$ cat src/rtl/axi_pkg.sv
// +--------------------------------------------------------------------------+
// | axi_pkg : shared types and constants for the AXI read slave (rev 1.0)    |
// +--------------------------------------------------------------------------+
`default_nettype none

package axi_pkg;

  localparam int unsigned AID_W  = 8;
  localparam int unsigned LEN_W  = 3;
  localparam int unsigned SIZE_W = 3;
  localparam int unsigned RESP_W = 2;

  localparam logic [RESP_W-1:0] RESP_OKAY   = 2'b00;
  localparam logic [RESP_W-1:0] RESP_SLVERR = 2'b10;

  typedef enum logic [1:0] {
    IDLE  = 2'd0,
    BURST = 2'd1,
    DRAIN = 2'd2
  } rd_state_e;

  function automatic logic [SIZE_W-1:0] clamp_size(input logic [SIZE_W-1:0] size,
                                                   input logic [SIZE_W-1:0] max_size);
    return (size > max_size) ? max_size : size;
  endfunction

endpackage

`default_nettype wire

$ cat src/rtl/axi_rd_skid.sv
// +--------------------------------------------------------------------------+
// | axi_rd_skid : 2-entry fall-through beat FIFO; rresp with                 |
// | AXI_RD_SLAVE_RESP_EN (rev 1.0)                                           |
// +--------------------------------------------------------------------------+
`default_nettype none

module axi_rd_skid
  import axi_pkg::*;
#(
  parameter int unsigned DATA_W = 64
) (
  input  logic              clk,
  input  logic              reset_n,
  input  logic              push_i,
  input  logic [AID_W-1:0]  push_rid_i,
  input  logic [DATA_W-1:0] push_rdata_i,
  input  logic              push_rlast_i,
`ifdef AXI_RD_SLAVE_RESP_EN
  input  logic [RESP_W-1:0] push_rresp_i,
  output logic [RESP_W-1:0] rresp_o,
`endif
  input  logic              pop_i,
  output logic              valid_o,
  output logic [1:0]        count_o,
  output logic [AID_W-1:0]  rid_o,
  output logic [DATA_W-1:0] rdata_o,
  output logic              rlast_o
);

  logic [AID_W-1:0]  rid_q   [2];
  logic [DATA_W-1:0] rdata_q [2];
  logic [1:0]        rlast_q;
`ifdef AXI_RD_SLAVE_RESP_EN
  logic [RESP_W-1:0] rresp_q [2];
`endif
  logic              rptr_q;
  logic              wptr_q;
  logic [1:0]        count_q;

  logic w_empty;
  logic w_bypass;
  logic w_store;
  logic w_pop_stored;

  // An empty FIFO presents the arriving beat directly; it is stored only if not taken.
  assign w_empty      = (count_q == 2'd0);
  assign w_bypass     = w_empty & push_i;
  assign w_store      = push_i & ~(w_bypass & pop_i);
  assign w_pop_stored = pop_i & ~w_empty;

  always_ff @(posedge clk or negedge reset_n) begin
    if (!reset_n) begin
      for (int i = 0; i < 2; i++) begin
        rid_q[i]   <= '0;
        rdata_q[i] <= '0;
`ifdef AXI_RD_SLAVE_RESP_EN
        rresp_q[i] <= RESP_OKAY;
`endif
      end
      rlast_q <= '0;
      rptr_q  <= 1'b0;
      wptr_q  <= 1'b0;
      count_q <= 2'd0;
    end else begin
      if (w_store) begin
        rid_q[wptr_q]   <= push_rid_i;
        rdata_q[wptr_q] <= push_rdata_i;
        rlast_q[wptr_q] <= push_rlast_i;
`ifdef AXI_RD_SLAVE_RESP_EN
        rresp_q[wptr_q] <= push_rresp_i;
`endif
        wptr_q <= ~wptr_q;
      end
      if (w_pop_stored) begin
        rptr_q <= ~rptr_q;
      end
      count_q <= count_q + {1'b0, w_store} - {1'b0, w_pop_stored};
    end
  end

  assign valid_o = ~w_empty | push_i;
  assign count_o = count_q;
  assign rid_o   = w_bypass ? push_rid_i   : rid_q[rptr_q];
  assign rdata_o = w_bypass ? push_rdata_i : rdata_q[rptr_q];
  assign rlast_o = valid_o & (w_bypass ? push_rlast_i : rlast_q[rptr_q]);
`ifdef AXI_RD_SLAVE_RESP_EN
  assign rresp_o = w_bypass ? push_rresp_i : rresp_q[rptr_q];
`endif

endmodule

`default_nettype wire

$ cat src/rtl/axi_rd_slave.sv
// +--------------------------------------------------------------------------+
// | axi_rd_slave : INCR burst read slave over a 1-cycle memory; the          |
// | AXI_RD_SLAVE_RESP_EN macro adds axi_rresp and the ADDR_LIMIT check (1.0) |
// +--------------------------------------------------------------------------+
`default_nettype none

module axi_rd_slave
  import axi_pkg::*;
#(
  parameter int unsigned DATA_W     = 64,
  parameter logic [63:0] ADDR_LIMIT = 64'h0000_0001_0000_0000
) (
  input  logic              clk,
  input  logic              reset_n,
  input  logic [AID_W-1:0]  axi_aid,
  input  logic [63:0]       axi_addr,
  input  logic [LEN_W-1:0]  axi_alen,
  input  logic [SIZE_W-1:0] axi_asize,
  input  logic              axi_axvalid,
  output logic              axi_axready,
  output logic              mem_rd,
  output logic [63:0]       mem_addr,
  input  logic [DATA_W-1:0] mem_rddata,
  output logic [AID_W-1:0]  axi_rid,
  output logic [DATA_W-1:0] axi_rdata,
`ifdef AXI_RD_SLAVE_RESP_EN
  output logic [RESP_W-1:0] axi_rresp,
`endif
  output logic              axi_rlast,
  output logic              axi_rvalid,
  input  logic              axi_rready
);

  localparam logic [SIZE_W-1:0] MAX_SIZE = SIZE_W'($clog2(DATA_W / 8));

  rd_state_e         state_q;
  rd_state_e         state_d;
  logic [AID_W-1:0]  aid_q;
  logic [63:0]       addr_q;
  logic [LEN_W-1:0]  len_q;
  logic [LEN_W-1:0]  beat_q;
  logic [SIZE_W-1:0] size_q;
  logic              infl_q;
  logic              infl_last_q;
  logic              infl_err_q;

  logic              w_accept;
  logic              w_issue;
  logic              w_last_issue;
  logic              w_room;
  logic              w_err;
  logic              w_pop;
  logic [63:0]       w_beat_addr;
  logic [1:0]        w_fifo_cnt;
  logic [DATA_W-1:0] w_push_data;

  always_ff @(posedge clk or negedge reset_n) begin
    if (!reset_n) begin
      state_q <= IDLE;
    end else begin
      state_q <= state_d;
    end
  end

  always_comb begin
    state_d = state_q;
    unique case (state_q)
      IDLE:    if (axi_axvalid) state_d = BURST;
      BURST:   if (w_last_issue) state_d = DRAIN;
      DRAIN:   if (w_pop && axi_rlast) state_d = IDLE;
      default: state_d = IDLE;
    endcase
  end

  always_comb begin
    axi_axready = 1'b0;
    w_issue     = 1'b0;
    unique case (state_q)
      IDLE:    axi_axready = 1'b1;
      BURST:   w_issue     = w_room;
      default: ;
    endcase
  end

  // A read is issued only while the read in flight plus stored beats leave a FIFO slot.
  assign w_room       = ({1'b0, infl_q} + w_fifo_cnt) < 2'd2;
  assign w_accept     = axi_axready & axi_axvalid;
  assign w_last_issue = w_issue & (beat_q == len_q);
  assign w_pop        = axi_rvalid & axi_rready;
  assign w_beat_addr  = addr_q + ({61'b0, beat_q} << size_q);

`ifdef AXI_RD_SLAVE_RESP_EN
  assign w_err = (w_beat_addr >= ADDR_LIMIT);
`else
  logic unused_addr_limit;
  assign unused_addr_limit = ^ADDR_LIMIT;
  assign w_err = 1'b0;
`endif

  assign mem_rd      = w_issue & ~w_err;
  assign mem_addr    = w_beat_addr;
  assign w_push_data = infl_err_q ? '0 : mem_rddata;

  always_ff @(posedge clk or negedge reset_n) begin
    if (!reset_n) begin
      aid_q       <= '0;
      addr_q      <= '0;
      len_q       <= '0;
      size_q      <= '0;
      beat_q      <= '0;
      infl_q      <= 1'b0;
      infl_last_q <= 1'b0;
      infl_err_q  <= 1'b0;
    end else begin
      if (w_accept) begin
        aid_q  <= axi_aid;
        addr_q <= axi_addr;
        len_q  <= axi_alen;
        size_q <= clamp_size(axi_asize, MAX_SIZE);
        beat_q <= '0;
      end else if (w_issue) begin
        beat_q <= beat_q + LEN_W'(1);
      end
      infl_q      <= w_issue;
      infl_last_q <= w_last_issue;
      infl_err_q  <= w_issue & w_err;
    end
  end

  axi_rd_skid #(
    .DATA_W (DATA_W)
  ) u_skid (
    .clk          (clk),
    .reset_n      (reset_n),
    .push_i       (infl_q),
    .push_rid_i   (aid_q),
    .push_rdata_i (w_push_data),
    .push_rlast_i (infl_last_q),
`ifdef AXI_RD_SLAVE_RESP_EN
    .push_rresp_i (infl_err_q ? RESP_SLVERR : RESP_OKAY),
    .rresp_o      (axi_rresp),
`endif
    .pop_i        (w_pop),
    .valid_o      (axi_rvalid),
    .count_o      (w_fifo_cnt),
    .rid_o        (axi_rid),
    .rdata_o      (axi_rdata),
    .rlast_o      (axi_rlast)
  );

endmodule

`default_nettype wire
$ cat config.mk
export PLATFORM = sky130hd
export DESIGN_NAME = axi_rd_slave
export DESIGN_NICKNAME = d
export VERILOG_FILES = /design/src/rtl/axi_pkg.sv /design/src/rtl/axi_rd_skid.sv /design/src/rtl/axi_rd_slave.sv
export SDC_FILE = /design/constraint.sdc
export NUM_CORES = 1
export LEC_CHECK = 0
export BUFFER_PORTS_ARGS = -buffer_cell sky130_fd_sc_hd__buf_2
export CAP_MARGIN = 5
export CORE_MARGIN = 2
export CORE_UTILIZATION = 25
export DETAILED_ROUTE_END_ITERATION = 7
export SLEW_MARGIN = 20
export SYNTH_ARGS = -nofsm -noshare
export SYNTH_HDL_FRONTEND = slang
export SYNTH_HIERARCHICAL = 1
export SYNTH_SLANG_ARGS = --single-unit
$ cat constraint.sdc
create_clock -name clk -period 6.7 [get_ports clk]
set_input_delay 0.335 -clock clk [delete_from_list [all_inputs] [get_ports clk]]
set_output_delay 0.335 -clock clk [all_outputs]
set_load 0.03 [all_outputs]
==> metrics list <==
* Clock-pin slew on the worst setup and hold paths: 0.06 ns
* Distinct cell type count of the synthesized netlist: 62
- For the finished layout, the period the worst path requires is 4.36 ns.
- Critical path destination: mem_addr[37]
* Required time reported for the critical path endpoint: 6.36 ns
- Max-slew headroom at the worst pin: 33.7%
- The flow ran to the end, and the final reports show no timing, DRC or antenna violations.
- Setup repair after global routing left no endpoint under its margin.
* # IOs: about 290
* Final worst path period share: 65.0%
- Sequential fraction of the synthesis area: a little under half
- Tracing the worst setup path back leads to its startpoint at size_q[1].
* Number of cells produced by synthesis: 1,071
* Maximum clock skew at final layout: 0.0150 ns
- TritonCTS clock tree: done
* Setup TNS: 0 ns
* Total setup violations reported at the end of the flow: 0
- Buffers added on ports: 285
- Using the TritonRoute via totals, the vias-per-cell ratio works out to ~4.5.
- Fraction of post-synthesis cell area in the top cell type by area: 47.3%
* DRC Markers: 0
- Global Route Usage Sum: 12.9%
* Startpoint type of the worst setup path: flop
- Total vias in the final route: 9,692
* Final ANT Viol Nets: 0
- The number of global-route vias before repair is 10,100.
- Maximum ir drop on the vdd rail: 0.261 mV
* Max cap viols: 0
- The first TritonRoute pass finished after 4 iterations.
- The total area inside the core boundary comes to about 49,000 um^2.
- For the pin with the worst max-slew slack, the measured transition is 0.995 ns.
- The root buffer cell chosen for the clock tree is sky130_fd_sc_hd__clkbuf_16.
- The count of final hold-check violations came to 0.
- Once the floorplan was initialized, standard cells occupied between 20% and 30% of the core.
* Average wire per standard cell: 16.0 um
- The worst register-to-register path ends at u_skid/rdata_q[11].
- Drt first-iter violations: 443
- STA classifies the critical path endpoint as an output pin.
- The congestion estimate from routability-driven global placement came to 0.867.
- Power spread over the standard cell area amounts to 536 nW/um^2.
* Total grt overflow: 0
* Most instantiated cells after synthesis: sky130_fd_sc_hd__dfrtp_1 (235), sky130_fd_sc_hd__mux2_2 (148), sky130_fd_sc_hd__nand2_1 (122)
- The clock reaches the later pin of the worst-skew pair after 0.56 ns.
* Highest attainable clock frequency: 229 MHz
* Mean instance size in the synthesized netlist: 11.6 um^2
* Ys Warns: 6
* Cell with the most instances after synthesis: sky130_fd_sc_hd__dfrtp_1
- Critical path fanouts, max: 19
- The die is 227 um tall.
- Synthesis produced a netlist with a net count of ~1,200.
- Flop2flop setup slack: between 3 and 4 ns
- In this run, synthesis inferred 0 flip-flops with an integrated enable.
* Placement Rows: 81
- Relative to the synthesized area, the layout overhead comes to 34.7%.
* Maximum number of pins on one net before global-route repair: 129
- Cell taking the most area after synthesis: sky130_fd_sc_hd__dfrtp_1
- Sinks on Clock Net: between 200 and 250
- Fraction of registers with async set or reset after synthesis: 100%
- The final max-slew violation count was 0.
- Wires add up to about 34 mm.
- The final layout contains 1,622 nets.
- Number of synthesized register bits: 235
* Full die area: 51,500 um^2
- Number of buffers on the longest clock path: 3
- Critical R2R Launch: u_skid/count_o[1]
* Post-place instance area: 14,500 um^2
- Finished Cell Area: 16,800 um^2
* Worst hold path type: in2reg
- By startpoint and endpoint, the worst setup path is classified as reg2out.
- Initial antenna violation count: 3
* Die outline width: 227 um
* Count of cells resized by post-cts repair: 0
- Global-route wire length before repair: 53.4 mm
- For this design the static power due to leakage is around 7.2 nW.
- The number of clock buffers added by TritonCTS is 29.
* CTS H-tree lvls: 1
* Layout cell share with drive strength beyond 1: roughly 36%
- STA puts the critical path data arrival time at 4.02 ns.
- HPWL after DPL: 23.2 mm
* Reg2reg path depth: 7
* Ranking of synthesized cells by area: sky130_fd_sc_hd__dfrtp_1 (47%), sky130_fd_sc_hd__mux2_2 (13%), sky130_fd_sc_hd__mux2_1 (6.3%)
* Synthesized area: 12,400 um^2
- For this run, the leading register cell type out of synthesis is sky130_fd_sc_hd__dfrtp_1.
worst min path at each step:
| stage | startpoint | end | slack [ns] | cells past startpoint |
|---|---|---|---|---|
| 3_3_place_gp | u_skid/rdata_q[0] | u_skid/rdata_q[0] | 0.47 | 1 |
| 6_report | mem_rddata[25] | u_skid/rdata_q[25] | 0.04 | 2 |
| 4_1_cts | axi_addr[62] | addr_q[62] | 0.001 | 2 |
| 2_1_floorplan | reset_n | addr_q[0] | 0.04 | 0 |
| 5_1_grt | axi_addr[30] | addr_q[30] | 0.01 | 2 |
| 3_5_place_dp | u_skid/rdata_q[20] | u_skid/rdata_q[20] | 0.47 | 1 |
repair_timing:
| action | CTS | global route |
|---|---|---|
| hold buffers | 128 | 0 |
| endpoints found under the hold margin | 284 | 0 |
| buffers inserted | 0 | 0 |
final cells by class:
type	count	area [um^2]
fillers	4949	32300
multi-input cells	760	6200
diodes	1	2.50
clock inverters	11	120
flip-flops and latches	235	5880
repair buffers	423	2830
clock buffers	42	845
well taps	664	831
inverters	14	52.6
where the power goes:
| group | leakage (nW) | internal, mW | switching [mW] | total (mW) |
|---|---|---|---|---|
| Clock | 0.468 | 0.948 | 0.623 | 1.57 |
| Combinational | 4.00 | 1.78 | 2.82 | 4.60 |
| Sequential | 2.77 | 2.15 | 0.650 | 2.80 |
| Total | 7.23 | 4.88 | 4.09 | 8.97 |
state kept, by name (all words and copies together) (netlist names):
name,count
addr_q,64
aid_q,8
beat_q,3
infl_last_q,1
infl_q,1
len_q,3
size_q,3
state_q,2
u_skid/count_o,2
u_skid/rdata_q,128
u_skid/rid_q,16
u_skid/rlast_q,2
u_skid/rptr_q,1
u_skid/wptr_q,1
cells in the final DEF (no fill, tap or decap), types with 6 or more instances in the layout:
cell and count:
sky130_fd_sc_hd__buf_2 284, sky130_fd_sc_hd__dfrtp_1 234, sky130_fd_sc_hd__mux2_2 148, sky130_fd_sc_hd__dlygate4sd3_1 128, sky130_fd_sc_hd__nand2_1 122, sky130_fd_sc_hd__o21ai_0 78
sky130_fd_sc_hd__mux2i_1 77, sky130_fd_sc_hd__mux2_1 70, sky130_fd_sc_hd__xor2_1 53, sky130_fd_sc_hd__clkbuf_16 29, sky130_fd_sc_hd__nor2_1 25, sky130_fd_sc_hd__nor3_1 17
sky130_fd_sc_hd__nand3_1 15, sky130_fd_sc_hd__inv_1 14, sky130_fd_sc_hd__a21oi_1 14, sky130_fd_sc_hd__nand4_1 14, sky130_fd_sc_hd__xnor2_1 13, sky130_fd_sc_hd__ha_1 12
sky130_fd_sc_hd__o21ai_1 9, sky130_fd_sc_hd__a2111oi_2 8, sky130_fd_sc_hd__a211oi_1 7, sky130_fd_sc_hd__clkbuf_8 7, sky130_fd_sc_hd__buf_4 7, sky130_fd_sc_hd__nor4_1 6
sky130_fd_sc_hd__clkbuf_1 6
kinds of logic after synthesis:
group	count (synthesis)	synth area share, %
multiplexers	295	25.9
AND/OR/NAND/NOR	245	10.2
flip-flops	235	47.3
AO/OA/AOI/OAI	141	7.55
buffers and inverters	76	3.00
XOR/XNOR	66	4.65
adder cells (fa/ha/maj)	13	1.37
stage by stage:
| stage | power [mW] | setup WS [ns] | hold slack, ns | std cells | utilization [%] |
|---|---|---|---|---|---|
| 2_1_floorplan | 6.06 | 3.19 | 0.0394 | 1071 | - |
| 3_3_place_gp | 7.30 | 3.01 | 0.466 | 1967 | 29.5 |
| 3_5_place_dp | 7.40 | 2.93 | 0.475 | 1967 | 29.5 |
| 4_1_cts | 9.09 | 2.29 | 0.00143 | 2148 | 34.1 |
| 5_1_grt | 9.58 | 2.05 | 0.00997 | 2149 | 34.2 |
| 6_report | 8.97 | 2.34 | 0.0433 | 2150 | 34.2 |
worst max-delay path, cell delays in order (launching register included):
cell                       delay [ns]
sky130_fd_sc_hd__dfrtp_1         0.48
sky130_fd_sc_hd__mux2_2          0.38
sky130_fd_sc_hd__nand2_1         0.06
sky130_fd_sc_hd__o21ai_0         0.09
sky130_fd_sc_hd__and2_1          0.19
sky130_fd_sc_hd__ha_1            0.33
sky130_fd_sc_hd__and3_1          0.21
sky130_fd_sc_hd__and3_2          0.24
sky130_fd_sc_hd__nor2_2          0.51
sky130_fd_sc_hd__buf_4           0.39
sky130_fd_sc_hd__a211oi_1        0.14
sky130_fd_sc_hd__xor2_1          0.19
sky130_fd_sc_hd__buf_2           0.23
routing by layer:
| metal | up-vias | track usage, % | part of all wire (%) |
|---|---|---|---|
| met3 | 56 | 3.67 | 7.8 |
| met1 | 4738 | 15.6 | 43 |
| li1 | 4609 | - | - |
| met2 | 285 | 22.2 | 47 |
| met4 | 4 | 3.92 | 2.5 |
| met5 | - | 0 | 0.047 |
(Power assumes the default switching activity.)
